`src/rtl/vga_sync_generator.sv`:
```
// vga_sync_generator: free-running raster timing for 640x480 @ 60 Hz.
// Two compare-and-clear counters walk the raster; all outputs decode
// combinationally from them, so sync/visible flags line up with the coordinates.
module vga_sync_generator #(
  parameter int H_DISPLAY   = 640,
  parameter int H_FRONT     = 16,
  parameter int H_SYNC      = 96,
  parameter int H_BACK      = 48,
  parameter int V_DISPLAY   = 480,
  parameter int V_FRONT     = 10,
  parameter int V_SYNC      = 2,
  parameter int V_BACK      = 33,
  parameter bit SYNC_ACTIVE = 1'b0
) (
  input  logic       clk,
  input  logic       rst_n,
  output logic       hsync,
  output logic       vsync,
  output logic       display_on,
  output logic [9:0] screen_hpos,
  output logic [9:0] screen_vpos,
  output logic       frame_end
);

  localparam int H_TOTAL = H_DISPLAY + H_FRONT + H_SYNC + H_BACK;
  localparam int V_TOTAL = V_DISPLAY + V_FRONT + V_SYNC + V_BACK;

  // Decode boundaries pre-sized to the counter width to keep compares width-exact.
  localparam logic [9:0] H_LAST   = 10'(H_TOTAL - 1);
  localparam logic [9:0] V_LAST   = 10'(V_TOTAL - 1);
  localparam logic [9:0] H_VIS    = 10'(H_DISPLAY);
  localparam logic [9:0] V_VIS    = 10'(V_DISPLAY);
  localparam logic [9:0] H_SYNC_S = 10'(H_DISPLAY + H_FRONT);
  localparam logic [9:0] H_SYNC_E = 10'(H_DISPLAY + H_FRONT + H_SYNC - 1);
  localparam logic [9:0] V_SYNC_S = 10'(V_DISPLAY + V_FRONT);
  localparam logic [9:0] V_SYNC_E = 10'(V_DISPLAY + V_FRONT + V_SYNC - 1);

  logic h_wrap;
  logic v_wrap;

  assign h_wrap = (screen_hpos == H_LAST);
  assign v_wrap = (screen_vpos == V_LAST);

  // Raster counters: column every clock, line on column wrap, both clear at their last value.
  always_ff @(posedge clk or negedge rst_n) begin
    if (!rst_n) begin
      screen_hpos <= '0;
      screen_vpos <= '0;
    end else if (h_wrap) begin
      screen_hpos <= '0;
      screen_vpos <= v_wrap ? '0 : screen_vpos + 10'd1;
    end else begin
      screen_hpos <= screen_hpos + 10'd1;
    end
  end

  // Zero-latency decode; hsync deliberately ignores vertical blanking.
  always_comb begin
    display_on = (screen_hpos < H_VIS) && (screen_vpos < V_VIS);
    hsync      = ((screen_hpos >= H_SYNC_S) && (screen_hpos <= H_SYNC_E)) ? SYNC_ACTIVE : ~SYNC_ACTIVE;
    vsync      = ((screen_vpos >= V_SYNC_S) && (screen_vpos <= V_SYNC_E)) ? SYNC_ACTIVE : ~SYNC_ACTIVE;
    frame_end  = h_wrap && v_wrap;
  end

endmodule

```
`config.mk`:
```
export PLATFORM = sky130hd
export DESIGN_NAME = vga_sync_generator
export DESIGN_NICKNAME = d
export VERILOG_FILES = /design/src/rtl/vga_sync_generator.sv
export SDC_FILE = /design/constraint.sdc
export NUM_CORES = 1
export LEC_CHECK = 0
export CAP_MARGIN = 20
export CORE_MARGIN = 2
export CORE_UTILIZATION = 50
export CTS_BUF_LIST = sky130_fd_sc_hd__clkbuf_16
export CTS_CLUSTER_DIAMETER = 200
export DETAILED_ROUTE_END_ITERATION = 8
export HOLD_SLACK_MARGIN = 0.02
export PLACE_DENSITY = 0.83
export SETUP_SLACK_MARGIN = 0.02
export SLEW_MARGIN = 10
export SYNTH_ARGS = -nofsm -noshare
export SYNTH_HDL_FRONTEND = slang
export SYNTH_SLANG_ARGS = --single-unit
```
`constraint.sdc`:
```
create_clock -name clk -period 5 [get_ports clk]
set_input_delay 1 -clock clk [delete_from_list [all_inputs] [get_ports clk]]
set_output_delay 1 -clock clk [all_outputs]
set_load 0.01 [all_outputs]
```
==> results.sh <==
export IMPL_outcome="completed"
export IMPL_cp_end_kind="output pin"
export IMPL_post_synth_instance_area_sq_um=1120
export IMPL_report_power_total_mw=0.326
export IMPL_finalWorstSetupSlack_ns=1.53
export IMPL_vdd_ir_drop_max_v=0.000181
export IMPL_timing_max_cap_violations=0
export IMPL_critPathLaunchType="register"
export IMPL_chipWidth_um=51.3
export IMPL_skew_ns=0.00219
export IMPL_grt_first_pass_wirelength_um=4000
export IMPL_nNetsFinal=141
export IMPL_rsz0062_at_grt="false"
export IMPL_globalRoute_totalOverflow=0
export IMPL_post_route_cells_drive_above_1_share_pct=9.77
export IMPL_vias_in_the_first_global_route=850
export IMPL_h_tree_depth=1
export IMPL_post_synthesis_sequential_area_ratio_pct=44.7
export IMPL_dpl_cell_area_sq_um=1390
export IMPL_cts_hold_fix_buffers=0
export IMPL_synth_fp_nets=113
export IMPL_synth_largest_type_area_fraction_pct=44.7
export IMPL_combinationalPowerShare_pct=1.1
export IMPL_met3_usage_pct=4.09
export IMPL_postSynthCellCount=107
export IMPL_cts_resized=0
export IMPL_top_level_ports=26
export IMPL_floorplan_initialDensity_pct=51.6
export IMPL_antenna_cells_inserted=0
export IMPL_cell_leakage_power_nw=0.644
export IMPL_power_net_switching_mw=0.0576
export IMPL_timing_final_hold_violations=0
export IMPL_fin_area_sq_um=1470
export IMPL_crit_type="register to output pin"
export IMPL_slew_viol_final=0
export IMPL_place_worst_setup_slack_ns=1.80
export IMPL_post_route_period_util_pct=69.4
export IMPL_fmax_mhz=288
export IMPL_count_of_state_elements_after_synthesis=20
export IMPL_grt_most_used_layer="met2"
export IMPL_first_iter_violations=11
export IMPL_worst_hold_path_type="register to register"
export IMPL_final_common_cell="clkdlybuf4s50_1"
export IMPL_insertion_delay_ns=0.25
export IMPL_drt_wirelength_per_cell_um=14.9
export IMPL_setup_violations_final=0
export IMPL_die_area_sq_um=2630
export IMPL_crit_arrival_ns=2.47
export IMPL_cts_root_buf="clkbuf_16"
export IMPL_worstHoldStart="screen_vpos[7]"
export IMPL_period_minus_slack_ns=3.47
export IMPL_mostFrequentLayoutCells="clkdlybuf4s50_1, dfrtp_1, nand3_1"
export IMPL_crit_required_ns=4.00
export IMPL_num_fill_cells=172
export IMPL_syn_avg_cell_area_sq_um=10.5
export IMPL_die_y_um=51.3
export IMPL_hpwlAfterDp_um=1740
export IMPL_worst_path_max_fanout=8
export IMPL_crit_reg2reg_launch="screen_hpos[5]"
export IMPL_dr_total_vias=896
export IMPL_power_share_switching_pct=17.7
export IMPL_yosys_warnings=0
export IMPL_startpoint="screen_hpos[5]"
export IMPL_tritoncts="built"
export IMPL_setup_tns_ns=0
export IMPL_flow_area_growth_from_synthesis_pct=30.8
export IMPL_clk_path_buf_depth=2
export IMPL_post_synth_num_cell_types=32
export IMPL_power_per_cell_area_nw_per_um2=222
export IMPL_use_met2_pct=32.3
export IMPL_drc_errors=0
export IMPL_core_sq_um=2170
export IMPL_drtPass1Iterations=4
export IMPL_maximum_number_of_pins_on_one_net_before_global_route_repair=21
export IMPL_std_cell_rows=17
export IMPL_antenna_left=0
export IMPL_max_slew_margin_rel_pct=39.9
export IMPL_antenna_found_initial=0
export IMPL_worst_pin_slew_ns=0.898
export IMPL_port_buffer_count=25
export IMPL_share_clk_of_total_power_pct=49.1
export IMPL_numCtsBuffers=3
export IMPL_seqPwrFrac_pct=49.8
export IMPL_finalWeightedCongestion=0.785
export IMPL_synthTopCellsByArea="dfrtp_1, nand3_1, xnor2_1"
export IMPL_grt_use_total_pct=20.8
export IMPL_postRouteWirelength_um=2410
export IMPL_setup_fix_buffers_added_after_clock_tree_synthesis=0
export IMPL_grtUsageMet1_pct=29.0
export IMPL_synth_largest_area_cell="dfrtp_1"
export IMPL_clkSinkCount=20
export IMPL_routed_via_density=5.57
export IMPL_internal_power_mw=0.268
export IMPL_cts_clk_slew_worst_paths_ns=0.05
-- routing by layer --
layer	part of all wire (%)	vias up
met3	4.0	4
met1	44	434
li1	-	436
met4	0.96	0
met5	0	-
met2	51	22
-- cell type report --
class                   count  area [sq um]  share of cell area [%]
inverters                   5          18.8                    1.28
well taps                  28          35.0                    2.39
multi-input cells          80           586                    40.0
repair buffers             25           250                    17.1
clock buffers               3          75.1                    5.12
flip-flops and latches     20           500                    34.2
-- through the flow --
step | utilization (%) | hold slack [ns] | cells
3_5_place_dp | 64.1 | 0.514 | 158
3_3_place_gp | 64.1 | 0.498 | 158
2_1_floorplan | - | 0.537 | 107
5_1_grt | 67.5 | 0.548 | 161
6_report | 67.5 | 0.519 | 161
4_1_cts | 67.5 | 0.521 | 161
-- worst max-delay path, stage by stage (launching register included) --
cell and delay [ns]:
dfrtp_1 0.46, or3_1 0.58, or3_4 0.45, nor2_4 0.17, clkdlybuf4s50_1 0.56
-- power groups by stage --
stage / Sequential [mW] / Combinational, mW / Clock (mW)
2_1_floorplan: 0.165 / 0.000000257 / 0
3_3_place_gp: 0.165 / 0.00388 / 0
3_5_place_dp: 0.165 / 0.00400 / 0
4_1_cts: 0.162 / 0.00398 / 0.163
5_1_grt: 0.162 / 0.00434 / 0.171
6_report: 0.162 / 0.00373 / 0.160
-- cells by family (layout without fill, tap and decap cells) --
kind of cell / count (synthesis) / count (layout) / share of synthesized area (%)
simple gates: 55 / 55 / 33.1
flops: 20 / 20 / 44.7
xor+xnor: 13 / 13 / 10.2
compound gates: 8 / 8 / 4.58
buf+inv: 7 / 33 / 3.02
fa+ha+maj: 4 / 4 / 4.47
-- state kept, by name, indices dropped and copies added, names as in the netlist --
register / count
screen_hpos: 10
screen_vpos: 10
-- path summary, 6_finish.rpt --
| path | to | slack, ns | cells past startpoint |
|---|---|---|---|
| setup / recovery | frame_end | 1.53 | 4 |
| hold / removal | screen_vpos[7] | 0.52 | 1 |
| setup reg to reg | screen_vpos[7] | 3.11 | 4 |
| hold reg to reg | screen_vpos[7] | 0.52 | 1 |
| max in group asynchronous | screen_hpos[5] | 3.19 | 1 |
| min in group asynchronous | screen_vpos[2] | 1.26 | 1 |
-- synth_stat cells (all sizes together) --
cell    count
nand2       4
xor2        6
and2        2
dfrtp      20
nor2       10
o31ai       1
ha          4
nor4b       1
nor4        6
nor4bb      1
or3         2
inv         5
o21ai       4
nor2b       1
and3        5
buf         1
clkbuf      1
nand3      15
a22o        1
xnor2       7
o21a        2
nor3        5
nand4       3
Power figures use the tool's default switching activity.
